File: src/rtl/sum_acc_pkg.sv
// Shared types and constants for the windowed sum accumulator.
package sum_acc_pkg;

    // Default widths: 16 samples of 8 bits need at most 12 bits of total.
    localparam int SUM_W_DEFAULT = 8;
    localparam int ACC_W_DEFAULT = 12;

    // win_len is 4 bits wide; the sample counter needs one more bit to hold 16.
    localparam int LEN_W = 4;
    localparam int CNT_W = LEN_W + 1;

    // Controller states.
    typedef enum logic [1:0] {
        IDLE  = 2'd0,
        ACCUM = 2'd1,
        DONE  = 2'd2
    } state_t;

endpackage

File: src/rtl/sum_accumulator.sv
// Windowed accumulator: after a start request it takes win_len samples
// (0 means 16) from the upstream adder and reports their total, maximum and
// minimum. The result is held with out_valid until the consumer accepts it.
// The result registers are separate from the working registers, so a new
// window never disturbs the previous result until that window completes.
module sum_accumulator
    import sum_acc_pkg::*;
#(
    parameter int SUM_W = SUM_W_DEFAULT,
    parameter int ACC_W = ACC_W_DEFAULT
) (
    input  logic             clk,
    input  logic             rst,
    input  logic             start,
    input  logic [LEN_W-1:0] win_len,
    input  logic [SUM_W-1:0] sum_in,
    input  logic             sum_valid,
    output logic             sum_ready,
    output logic [ACC_W-1:0] acc_out,
    output logic [SUM_W-1:0] max_out,
    output logic [SUM_W-1:0] min_out,
    output logic             out_valid,
    input  logic             out_ready,
    output logic             busy
);

    state_t           state;
    logic [CNT_W-1:0] len_q;
    logic [CNT_W-1:0] count;
    logic [ACC_W-1:0] acc;
    logic [SUM_W-1:0] max_q;
    logic [SUM_W-1:0] min_q;

    logic             xfer;
    logic [CNT_W-1:0] count_next;
    logic [ACC_W-1:0] acc_next;
    logic [SUM_W-1:0] max_next;
    logic [SUM_W-1:0] min_next;
    logic             last_xfer;

    // Working values for a sample accepted this cycle (unsigned compares).
    always_comb begin
        xfer       = sum_valid & sum_ready;
        count_next = count + CNT_W'(1);
        acc_next   = acc + ACC_W'(sum_in);
        max_next   = (sum_in > max_q) ? sum_in : max_q;
        min_next   = (sum_in < min_q) ? sum_in : min_q;
        last_xfer  = xfer && (count_next == len_q);
    end

    // Controller, working registers and registered outputs.
    always_ff @(posedge clk or posedge rst) begin
        if (rst) begin
            state     <= IDLE;
            len_q     <= '0;
            count     <= '0;
            acc       <= '0;
            max_q     <= '0;
            min_q     <= '1;
            acc_out   <= '0;
            max_out   <= '0;
            min_out   <= '1;
            out_valid <= 1'b0;
            sum_ready <= 1'b0;
            busy      <= 1'b0;
        end else begin
            case (state)
                IDLE: begin
                    if (start) begin
                        // A zero length code stands for a full 16-sample window.
                        len_q     <= (win_len == '0) ? CNT_W'(16) : CNT_W'(win_len);
                        count     <= '0;
                        acc       <= '0;
                        max_q     <= '0;
                        min_q     <= '1;
                        sum_ready <= 1'b1;
                        busy      <= 1'b1;
                        state     <= ACCUM;
                    end
                end
                ACCUM: begin
                    if (xfer) begin
                        count <= count_next;
                        acc   <= acc_next;
                        max_q <= max_next;
                        min_q <= min_next;
                    end
                    // The final sample is folded straight into the result registers.
                    if (last_xfer) begin
                        acc_out   <= acc_next;
                        max_out   <= max_next;
                        min_out   <= min_next;
                        out_valid <= 1'b1;
                        sum_ready <= 1'b0;
                        state     <= DONE;
                    end
                end
                DONE: begin
                    if (out_ready) begin
                        out_valid <= 1'b0;
                        busy      <= 1'b0;
                        state     <= IDLE;
                    end
                end
                default: begin
                    out_valid <= 1'b0;
                    sum_ready <= 1'b0;
                    busy      <= 1'b0;
                    state     <= IDLE;
                end
            endcase
        end
    end

endmodule
File: config.mk
export PLATFORM = sky130hd
export DESIGN_NAME = sum_accumulator
export DESIGN_NICKNAME = d
export VERILOG_FILES = /design/src/rtl/sum_acc_pkg.sv /design/src/rtl/sum_accumulator.sv
export SDC_FILE = /design/constraint.sdc
export NUM_CORES = 1
export LEC_CHECK = 0
export ABC_AREA = 1
export ABC_CLOCK_PERIOD_IN_PS = 6500
export BUFFER_PORTS_ARGS = -buffer_cell sky130_fd_sc_hd__clkbuf_2
export CAP_MARGIN = 20
export CORE_AREA = 5 5 86 88
export DETAILED_ROUTE_END_ITERATION = 6
export DIE_AREA = 0 0 91 93
export GPL_ROUTABILITY_DRIVEN = 0
export MAX_ROUTING_LAYER = met4
export PLACE_DENSITY_LB_ADDON = 0.12
export SLEW_MARGIN = 5
export SYNTH_ARGS = -nofsm -noshare
export SYNTH_HDL_FRONTEND = slang
export SYNTH_SLANG_ARGS = --single-unit
File: constraint.sdc
create_clock -name clk -period 6.5 [get_ports clk]
set_input_delay 1.3 -clock clk [delete_from_list [all_inputs] [get_ports clk]]
set_output_delay 1.3 -clock clk [all_outputs]
set_load 0.02 [all_outputs]
==> summary.md <==
| Metric | Value |
|---|---|
| Remaining DRCs | 0 |
| Ys Warns | 0 |
| Syn Nets | 565 |
| Setup_tns | 0 ns |
| Core area | 6570 um^2 |
| GRT overflow | 0 |
| Worst stage delay on the critical path | 0.71 ns |
| Sw Ratio | 0.435 |
| Flops & latches, synth | 71 |
| VDD IR max | 0.245 mV |
| Fin crit period | 3.13 ns |
| Total leakage power | 2.58 nW |
| Vias in the first global route | 3631 |
| Least-Margin Pin Slew | 0.899 ns |
| Layout Cells excl Fill | 656 |
| Seq/Total Area, Yosys | 0.446 |
| Number of synthesized flops with an enable pin | 0 |
| M1 WL | 4210 um |
| Crit Path Max Fanout | 29 |
| Worst Hold Class | flip-flop to flip-flop |
| Cells after Synth | 523 |
| Layout Nets | 613 |
| Clk buf depth | 2 |
| Max-cap violations | 0 |
| Root Buffer | clkbuf_8 |
| Post-route cell area | 4480 um^2 |
| Antenna Nets Post-Route | 0 |
| Final setup viols | 0 |
| Sequential power share | 0.376 |
| Die width | 91 um |
| Required time worst endpoint | 6.77 ns |
| DP Area | 4290 um^2 |
| Hold Vio Cnt, Final | 0 |
| Via Count | 3519 |
| CP arrival | 3.40 ns |
| Highest metal used | met4 |
| Largest net degree at the start of global routing | 72 |
| Final worst path period share | 0.481 |
| Max_slew headroom | 0.401 |
| Antenna cells | 0 |
| Htree depth | 3 |
| Post-synth cell types | 36 |
| Maximum clock rate | 0.320 GHz |
| Clock Power Share | 0.177 |
| Status | completed |
| Clk slew on worst S/H paths | 0.07 ns |
| Global-route wire length before repair | 16500 um |
| Main synth FF type | dfrtp_1 |
| Filler instances | 548 |
| Full die area | 8460 um^2 |
| Cell Int Power | 1.13 mW |
| Worst setup path class | input pin to flip-flop |
| DP Wirelength | 6420 um |
| Pre-antenna DRT Iters | 4 |
| WL/cell | 14.0 um |
| Cts bufs inserted | 9 |
| Boundary Pins | 48 |
| Met3 wire length | 440 um |
| Initial DRC count | 149 |
| Via density | 5.36 |
| Psw | 0.874 mW |
| CTS Sinks | 71 |
| Crit path launch type | input pin |
| CP dominant cell by count | nand2_1 |
| RSZ-0062 raised after global routing | false |
| CP endpoint kind | flip-flop |
| Port bufs | 47 |
| Mapped Area | 4030 um^2 |
| Site Rows | 30 |
| R2r setup slk | 3.59 ns |
| Inst Count DP | 640 |
| Post-Route WL | 9160 um |
| Initial antenna violation count | 0 |
| Worst-path cell chain | clkbuf_2, nand2_1, inv_1, nand3_1, nor2_1, nand2_1, nor2_2, nand4_2, inv_2, nand2_1, nand2_1 |
| Worst-Skew Late Latency | 0.34 ns |
| Final Skew | 0.0117 ns |
| Post-CTS sizing | 0 |
| Cell Pwr Density | 448 nW/um^2 |
| CTS Hold Bufs | 0 |
| GR Util All Layers | 0.244 |
| Post-Synthesis Mean Instance Area | 7.71 um^2 |
| Area Growth Syn to Fin | 11.2% |
| Slew Limit Fails | 0 |
| Critical path's slowest cell | inv_2 |
| Starting density of the core | 0.614 |
| Post-CTS Setup Inserts | 0 |
| Combinational share of power | 0.448 |
| Fraction of layout cells with a size suffix above 1 | 0.167 |
| Routed wl met2 | 4270 um |
| TritonCTS clock tree | built |
| FFs w/ async S/R, synth | 1.00 |
| DIE HEIGHT | 93 um |
kinds of logic (layout without fill, tap and decap cells):
logic type / count (synthesis) / count (layout) / share of synthesized area
buffers and inverters: 68 / 121 / 0.0757
xor gates and xnor gates: 7 / 7 / 0.0152
and+or+nand+nor: 303 / 303 / 0.311
muxes: 1 / 1 / 0.00279
adders and majority gates: 25 / 25 / 0.0795
DFF: 71 / 71 / 0.446
AOI/OAI and AO/OA: 48 / 48 / 0.0702
worst paths after layout:
check	from	cells after the start	to
worst min register to register	min_out[6]$_DFFE_PP1P_	2	min_out[6]$_DFFE_PP1P_
worst max-delay path	sum_valid	11	acc_out[9]$_DFFE_PP0P_
min in group asynchronous	rst	3	max_out[0]$_DFFE_PP0P_
worst min-delay path	min_out[6]$_DFFE_PP1P_	2	min_out[6]$_DFFE_PP1P_
worst max register to register	count[0]$_DFFE_PP0P_	12	acc_out[9]$_DFFE_PP0P_
max in group asynchronous	rst	3	acc[2]$_DFFE_PP0P_
metrics by stage:
stage	worst slack (ns)	hold slack (ns)	total power, mW	util
floorplan	3.43	0.453	1.42	-
global placement	3.09	0.454	1.63	0.652
detailed placement	3.00	0.458	1.66	0.652
CTS	3.35	0.471	2.02	0.682
global route	3.13	0.488	2.20	0.682
finish	3.37	0.468	2.01	0.682
power groups by stage:
stage	sequential (mW)	combinational [mW]	clock, mW
floorplan	0.829	0.595	0
global placement	0.753	0.873	0
detailed placement	0.760	0.900	0
CTS	0.756	0.907	0.360
global route	0.779	1.04	0.382
finish	0.755	0.899	0.355
flip-flops by register name, summed over array words and instances, names as in the netlist:
name,cells
acc,12
acc_out,12
busy,1
count,5
len_q,5
max_out,8
max_q,8
min_out,8
min_q,8
out_valid,1
state,2
sum_ready,1
synth_stat cells (all sizes together) (2+ instances only):
library cell,count,area share
nand4,7,0.014
buf,8,0.020
dfstp,16,0.10
inv,56,0.052
o21ai,17,0.021
nand3,41,0.052
o22ai,2,0.0031
ha,24,0.075
xnor2,2,0.0043
a21oi,16,0.020
nor2,22,0.024
nand2,231,0.22
a22o,5,0.011
o21a,2,0.0037
dfrtp,55,0.34
clkbuf,4,0.0037
xor2,5,0.011
cells in the final DEF (no fill, tap or decap), drive strengths merged:
cell	netlist	final
ha	24	24
o21a	2	2
a211oi	1	1
bufinv	0	1
buf	8	2
dfrtp	55	55
clkbuf	4	57
clkinv	0	4
or2	1	1
xor2	5	5
fa	1	1
nand3	41	41
a21oi	16	16
a21boi	1	1
o21bai	1	1
mux2	1	1
nand2	231	231
dfstp	16	16
a32o	1	1
inv	56	56
a21o	1	1
nor3	1	1
clkinvlp	0	1
o21ai	17	17
a31oi	1	1
o22ai	2	2
xnor2	2	2
nand4	7	7
a22o	5	5
nor2	22	22
final cells by class:
type | instances | area (um^2) | share of cell area
Clock inverter | 6 | 60.1 | 0.0134
Multi-Input combinational cell | 384 | 1930 | 0.430
Tap cell | 80 | 100 | 0.0223
Sequential cell | 71 | 1800 | 0.401
Clock buffer | 10 | 138 | 0.0307
Inverter | 56 | 210 | 0.0469
Timing Repair Buffer | 49 | 250 | 0.0558
layer usage:
metal | up-vias | global-route usage
met3 | 21 | 0.0370
li1 | 1762 | -
met1 | 1651 | 0.322
met2 | 85 | 0.379
met4 | 0 | 0.105
met5 | - | -
critical path: cells and delay by family:
family | cells | cell delay (ns)
and+or+nand+nor | 8 | 1.24
buffers and inverters | 3 | 0.85
(Power assumes the default switching activity.)
